--- src/rtl/mux4_1_arbiter.sv ---
// Round-robin arbiter for four requesters sharing one resource behind a 4:1 select mux.
// Optional hold watchdog enabled by defining MUX4_1_ARBITER_HOLD_TIMEOUT_EN.
module mux4_1_arbiter #(
  parameter int MAX_HOLD = 16
) (
  input  logic       clk,
  input  logic       rst_n,
  input  logic [3:0] req,
  input  logic       done,
  output logic [3:0] grant,
  output logic [1:0] sel,
  output logic       busy,
  output logic       timeout
);

  localparam logic [0:0] IDLE  = 1'b0;
  localparam logic [0:0] GRANT = 1'b1;

  logic [0:0] state;
  logic [1:0] last_owner;
  logic [1:0] winner;
  logic       found;
  logic       release_normal;
  logic       release_any;
  logic       expire;

  if (MAX_HOLD < 1) begin : g_bad_param
    $error("mux4_1_arbiter: MAX_HOLD must be >= 1");
  end

  // Scan starting just after the last owner so the previous owner ranks lowest.
  always_comb begin
    logic [1:0] cand;
    winner = last_owner;
    found  = 1'b0;
    cand   = last_owner;
    for (int k = 1; k <= 4; k++) begin
      cand = last_owner + 2'(k);
      if (!found && req[cand]) begin
        found  = 1'b1;
        winner = cand;
      end
    end
  end

  assign release_normal = done | ~req[sel];
  assign release_any    = release_normal | expire;

`ifdef MUX4_1_ARBITER_HOLD_TIMEOUT_EN
  localparam int CW = $clog2(MAX_HOLD + 1);

  logic [CW-1:0] hold_cnt;

  // Hitting MAX_HOLD-1 here means this edge would be the MAX_HOLD-th held cycle.
  assign expire = (state == GRANT) && (hold_cnt == CW'(MAX_HOLD - 1));

  always_ff @(posedge clk or negedge rst_n) begin
    if (!rst_n) begin
      hold_cnt <= '0;
      timeout  <= 1'b0;
    end else begin
      timeout <= (state == GRANT) && !release_normal && expire;
      if (state == GRANT)
        hold_cnt <= hold_cnt + 1'b1;
      else
        hold_cnt <= '0;
    end
  end
`else
  assign expire  = 1'b0;
  assign timeout = 1'b0;
`endif

  always_ff @(posedge clk or negedge rst_n) begin
    if (!rst_n) begin
      state      <= IDLE;
      grant      <= 4'b0000;
      sel        <= 2'b00;
      busy       <= 1'b0;
      last_owner <= 2'd3;
    end else begin
      case (state)
        IDLE: begin
          if (found) begin
            grant <= 4'b0001 << winner;
            sel   <= winner;
            busy  <= 1'b1;
            state <= GRANT;
          end else begin
            grant <= 4'b0000;
            busy  <= 1'b0;
          end
        end
        GRANT: begin
          // sel stays put on release so the mux output does not glitch while idle.
          if (release_any) begin
            grant      <= 4'b0000;
            busy       <= 1'b0;
            last_owner <= sel;
            state      <= IDLE;
          end
        end
        default: begin
          state <= IDLE;
          grant <= 4'b0000;
          busy  <= 1'b0;
        end
      endcase
    end
  end

endmodule

--- config.mk ---
export PLATFORM = sky130hd
export DESIGN_NAME = mux4_1_arbiter
export DESIGN_NICKNAME = d
export VERILOG_FILES = /design/src/rtl/mux4_1_arbiter.sv
export SDC_FILE = /design/constraint.sdc
export NUM_CORES = 1
export LEC_CHECK = 0
export ABC_AREA = 1
export CAP_MARGIN = 40
export CORE_AREA = 4 4 49 47
export CTS_CLUSTER_DIAMETER = 30
export DETAILED_ROUTE_END_ITERATION = 8
export DIE_AREA = 0 0 53 51
export PLACE_DENSITY = 0.68
export SLEW_MARGIN = 0
export SYNTH_ARGS = -nofsm -noshare
export SYNTH_HDL_FRONTEND = slang
export SYNTH_SLANG_ARGS = --single-unit
--- constraint.sdc ---
create_clock -name clk -period 1.7 [get_ports clk]
set_clock_uncertainty 0.05 [all_clocks]
set_input_delay 0.425 -clock clk [delete_from_list [all_inputs] [get_ports clk]]
set_output_delay 0.425 -clock clk [all_outputs]
set_load 0.01 [all_outputs]
-- Word-level counts from Yosys, hierarchy flattened
Cells that the tools add are included.
- add/sub/neg operators: 3
- multipliers: 0
- divide/modulo/power cells: 0
- order comparisons: 5
- eq/ne operators: 1
- shift-type cells: 1
- multiplexer cells: 26
- bitwise gates (word level): 3
- reduce and logical (&&, ||, !) cells: 8
- operator list (operator ; count):
    less-than comparator 2 x 3 -> 1 bit (second input constant) ; 5
    2-to-1 mux 1 bit ; 12
    binary-select mux 1 bit (select 2 bit) ; 5
    2-to-1 mux 2 bit ; 4
    2-to-1 mux 4 bit ; 2
    case mux 4 bit (2 select lines) ; 1
    adder 2 bit (second input constant) ; 2
    case mux 1 bit (2 select lines) ; 2
    AND reduction 2 bit ; 2
    << shifter 1 x 2 -> 4 bit (first input constant) ; 1
    logical AND 1 bit ; 3
    logical NOT 1 bit ; 3
    adder 2 x 1 -> 2 bit (second input constant) ; 1
    != test 2 x 1 -> 1 bit (second input constant) ; 1
    NOT 1 bit ; 2
    bitwise OR 1 bit ; 1
- bits in registers: 10
- latch bits: 0
- RAM bits: 0
- ROM bits: 0
- bits of input ports: 7
- output and inout bits: 8
- logic and storage cells: 52
- memories kept: 0

-- Logic depth before layout (Yosys ltp)
- depth after elaboration: 16
- gate-level depth with buffers: 12
- depth with buffers taken out: 12

-- Least setup slack after synthesis
Ideal clock, no wire load.
- kind: reg-to-reg
- start: register last_owner[0]
- end: register grant[2]
- library setup time: 116 ps
- data arrival time: 1407 ps
- data required time: 1534 ps
- path slack: 126 ps
- cell stages (with the launch flop): 13
- path buffers: 1
- period minus slack after synthesis: 1574 ps
- path through: dfstp_2 > buf_4 > nand2_1 > nand2_2 > nand2_4 > nand2_4 > clkinv_2 > nand3_1 > nand2_1 > nand2_1 > nand2_1 > nand2_1 > nand2_1
- longest elaborated chain between the ends: 16
- elaborated cells on any way between the ends: 28
- classes of those cells: add/sub (3); shift (1); mux (18); reduce/logical (6)
- ends and longest elaborated chain (element ; RTL line ; source):
    start, declared ; 20 ; logic [1:0] last_owner;
    start signal, assigned ; 99 ; last_owner <= sel;
    adder 2 x 1 -> 2 bit ; 38 ; cand = last_owner + 2'(k);
    binary-select mux 1 bit (select 2 bit) ; 39 ; if (!found && req[cand]) begin
    2-to-1 mux 1 bit (implied by the code) ; 39 ;
    2-to-1 mux 1 bit ; 39 ;
    logical NOT 1 bit ; 39 ;
    logical AND 1 bit ; 39 ;
    2-to-1 mux 1 bit ; 39 ;
    logical NOT 1 bit ; 39 ;
    logical AND 1 bit ; 39 ;
    2-to-1 mux 1 bit ; 39 ;
    logical NOT 1 bit ; 39 ;
    logical AND 1 bit ; 39 ;
    2-to-1 mux 2 bit ; 39 ;
    << shifter 1 x 2 -> 4 bit ; 85 ; grant <= 4'b0001 << winner;
    2-to-1 mux 4 bit * ; 84 ; if (found) begin
    case mux 4 bit (2 select lines) * ; 82 ; case (state)
    end signal, assigned ; 85 ;
    end, declared ; 10 ; output logic [3:0] grant,
Every way passes the cells marked *; elsewhere a longest branch is shown, timed or not. The select of a mux whose other input is x is not followed.
A chain may end at the register's enable or synchronous reset.

-- Worst setup path after layout
- start: register last_owner[0]
- end: register sel[1]
- longest elaborated chain between the ends: 14
- elaborated cells on any way between the ends: 26
- classes of those cells: add/sub (3); mux (16); reduce/logical (7)
- ends and longest elaborated chain (element ; RTL line ; source):
    adder 2 x 1 -> 2 bit ; 38 ;
    binary-select mux 1 bit (select 2 bit) ; 39 ;
    2-to-1 mux 1 bit (implied by the code) ; 39 ;
    2-to-1 mux 1 bit ; 39 ;
    logical NOT 1 bit ; 39 ;
    logical AND 1 bit ; 39 ;
    2-to-1 mux 1 bit ; 39 ;
    logical NOT 1 bit ; 39 ;
    logical AND 1 bit ; 39 ;
    2-to-1 mux 1 bit ; 39 ;
    logical NOT 1 bit ; 39 ;
    logical AND 1 bit ; 39 ;
    2-to-1 mux 1 bit ; 39 ;
    AND reduction 2 bit (no line) ; - ;
    end signal, assigned ; 86 ; sel <= winner;
    end, declared ; 11 ; output logic [1:0] sel,
Parallel ways exist; a longest one is shown, timed or not. The select of a mux whose other input is x is not followed.

==> impl_metrics.tcl <==
set metrics [dict create \
    cts_buffer_depth 2 \
    antenna_left 0 \
    wl_per_cell_um 10.88 \
    swShare_pct 49.97 \
    r2r_end "sel[1]$_DFFE_PN0P_" \
    regToRegStartpoint "last_owner[0]$_DFFE_PN1P_" \
    fin_crit_ns 1.752 \
    cts_tree "yes" \
    grt.total_usage_pct 14.77 \
    crit_buf_inv 2 \
    clkLatencyLatePin_ns 0.26 \
    ys_warn_count 0 \
    setup_slack_ns -0.05230 \
    drc 0 \
    synth_flop_cell "dfrtp_1" \
    dp_hpwl_um 1338 \
    cp_max_fo 8 \
    crit_chain "inv_4 -> nand2_1 -> nand2_2 -> nand2_4 -> nand2_8 -> nor2_4 -> nand3_2 -> nand2_4 -> inv_2 -> nand2_2 -> nand2_1" \
    p_leak_uw 0.0005812 \
    pwr-share-comb_pct 73.2 \
    initial_utilization_pct 42.68 \
    reg2regPathDepth 11 \
    rows 15 \
    p_sw_uw 1238 \
    ios 15 \
    start_kind "flop" \
    violations "negative setup slack" \
    end_kind "flop" \
    multi_input_area_sq_um 508.0 \
    ys_types 19 \
    synthTopCellsByCount "nand2_1, nand3_1, dfrtp_1" \
    syn_nets 123 \
    gp_congestion 0.8383 \
    clkSinkCount 10 \
    synth_area_leaders "nand2_1, dfrtp_1, nand2_4" \
    synth_cells 116 \
    synth-compound-area-share_pct 5.314 \
    synth_top_cell_by_area "nand2_1" \
    die_w_um 53 \
    grt_max_degree 11 \
    synthAdderAreaFrac_pct 0 \
    cts_buffers 3 \
    drive_gt1_share_pct 35.17 \
    path_class "reg2reg" \
    synth_top_area_share_pct 26.09 \
    vias_per_cell 4.671 \
    grt_setup_unrepaired "yes" \
    synthXorXnorAreaFrac_pct 0 \
    antenna_found_initial 0 \
    syn_area_sq_um 777.0 \
    ir_drop_mv 1.189 \
    synth_top_family_by_area "simple AND/OR/NAND/NOR gates" \
    status "finished with violations" \
    cts.htree.levels 1 \
    crit_required_ns 1.80 \
    critPathMaxStageDelay_ns 0.64 \
    io_buffers 13 \
    dieArea_sq_um 2703 \
    fill_cells 166 \
    hold_viol_final 0 \
    p_int_uw 1240 \
    grt_pass1_vias 756 \
    drt_first_iter_violations 12 \
    fin_crit_sh_pct 103.1 \
    firstDrtPassIters 4 \
    seqPwrFrac_pct 18.4 \
    antennaDiodeCount 0 \
    dpl_worst_slack_ns -0.2696 \
    regArea_sq_um 252.7 \
    drv_cap 0 \
    synthToLayoutAreaGrowth_pct 42.67 \
    wl_um 1850 \
    cts_root_buffer "clkbuf_4" \
    power_frac_clock_pct 8.4 \
    grt.overflow.total 0 \
    core-area_sq_um 1821 \
    synth-async-reset-ratio_pct 100.0 \
    max_clock_freq_mhz 570.7 \
    cts.clk_slew.worst_paths_ns 0.06 \
    synthSimpleGateAreaFrac_pct 54.75 \
    synth_edf_count 0 \
    critPathSlowestCell "dfstp_2" \
    powerDensity_nw_per_um2 2235 \
    muxShareOfSynthArea_pct 0 \
    grt_pass1_wl_um 3036 \
    setup_viol 6 \
    num_vias 794 \
    hold_slack_ns 0.4209 \
    hp-class "in2async" \
    syn_avg_cell_area_sq_um 6.698 \
    synth.most_common_cell "nand2_1" \
    hold_buffers 0 \
    die_h_um 51 \
    ys_ff_latch 10 \
    final_nets 153 \
    maxSlewViolCount 0 \
    critPathTopFamily "simple AND/OR/NAND/NOR gates" \
    arrival_ns 1.85 \
    reg2reg_slack_ns -0.05 \
    ys_seq_area_share_pct 32.53 \
]
==> sequential cells by signal, indices dropped and copies added, names as in the netlist <==
name and flops:
grant 4, last_owner 2, sel 2, busy 1, state 1
==> power groups by stage <==
stage,logic (uW),registers (uW),clock network [uW]
CTS,1660,441,210
global route,2020,469,221
detailed placement,1570,461,0
global placement,1570,460,0
finish,1810,456,208
floorplan,1120,454,0
==> worst max path at each step <==
stage,from,endpoint,slack [ns],cells past startpoint
detailed placement,req[2],grant[2]$_DFFE_PN0P_,-0.27,12
floorplan,last_owner[0]$_DFFE_PN1P_,grant[2]$_DFFE_PN0P_,0.13,12
global route,last_owner[0]$_DFFE_PN1P_,sel[1]$_DFFE_PN0P_,-0.18,11
CTS,last_owner[0]$_DFFE_PN1P_,sel[1]$_DFFE_PN0P_,0.02,11
global placement,req[0],grant[2]$_DFFE_PN0P_,-0.26,12
finish,last_owner[0]$_DFFE_PN1P_,sel[1]$_DFFE_PN0P_,-0.05,11
==> placed cells by master (no fill, tap or decap) <==
cell	count
o21ai_2	1
clkbuf_4	3
buf_4	13
nor2_2	2
nand2_4	6
o22ai_1	1
conb_1	1
buf_6	1
clkbuf_8	1
inv_2	4
inv_4	2
nand2_1	48
dlygate4sd2_1	1
nand3_2	1
nand3_4	1
nand2_8	1
dfrtp_1	8
inv_1	4
nor2_1	4
nand3_1	9
nor2_4	2
nand2_2	11
clkdlybuf4s50_1	12
o21ai_0	6
dfstp_2	2
==> worst reg2reg max path, cell delays in order, from the launching register on <==
cell	delay [ns]
dfstp_2	0.64
inv_4	0.09
nand2_1	0.08
nand2_2	0.07
nand2_4	0.10
nand2_8	0.08
nor2_4	0.13
nand3_2	0.10
nand2_4	0.13
inv_2	0.06
nand2_2	0.06
nand2_1	0.06
==> routing by layer <==
layer | share of wire [%] | track usage (%)
met1 | 46 | 19.71
met2 | 50 | 24.38
met3 | 3.0 | 2.624
met4 | 0.92 | 3.830
met5 | 0 | 0
==> final cells by class <==
class	count	area share, %
sequential	10	22.80
timing repair buffer	27	21.44
tap	25	2.822
clock buffer	4	3.273
multi-input combinational	94	45.82
inverter	10	3.837
==> stage by stage <==
stage / util (%) / area (sq um) / setup TNS (ns) / cells / total power, uW
2_1_floorplan: - / 777.0 / 0 / 116 / 1578
3_3_place_gp: 54.85 / 998.5 / -1.607 / 162 / 2026
3_5_place_dp: 54.85 / 998.5 / -1.664 / 162 / 2034
4_1_cts: 57.94 / 1055 / 0 / 168 / 2307
5_1_grt: 60.89 / 1109 / -1.139 / 170 / 2708
6_report: 60.89 / 1109 / -0.2101 / 170 / 2477
==> kinds of logic after synthesis <==
family / after synthesis
AOI/OAI and AO/OA: 8
buffers and inverters: 12
DFF: 10
other: 1
and+or+nand+nor: 85
==> timing repair <==
action                                  4_1_cts  5_1_grt
resized for setup                             3       11
endpoints found under the setup margin        4        8
pin swaps                                     0        6
endpoints found under the hold margin         0        0
setup buffers                                 2        2
(Power assumes the default switching activity.)
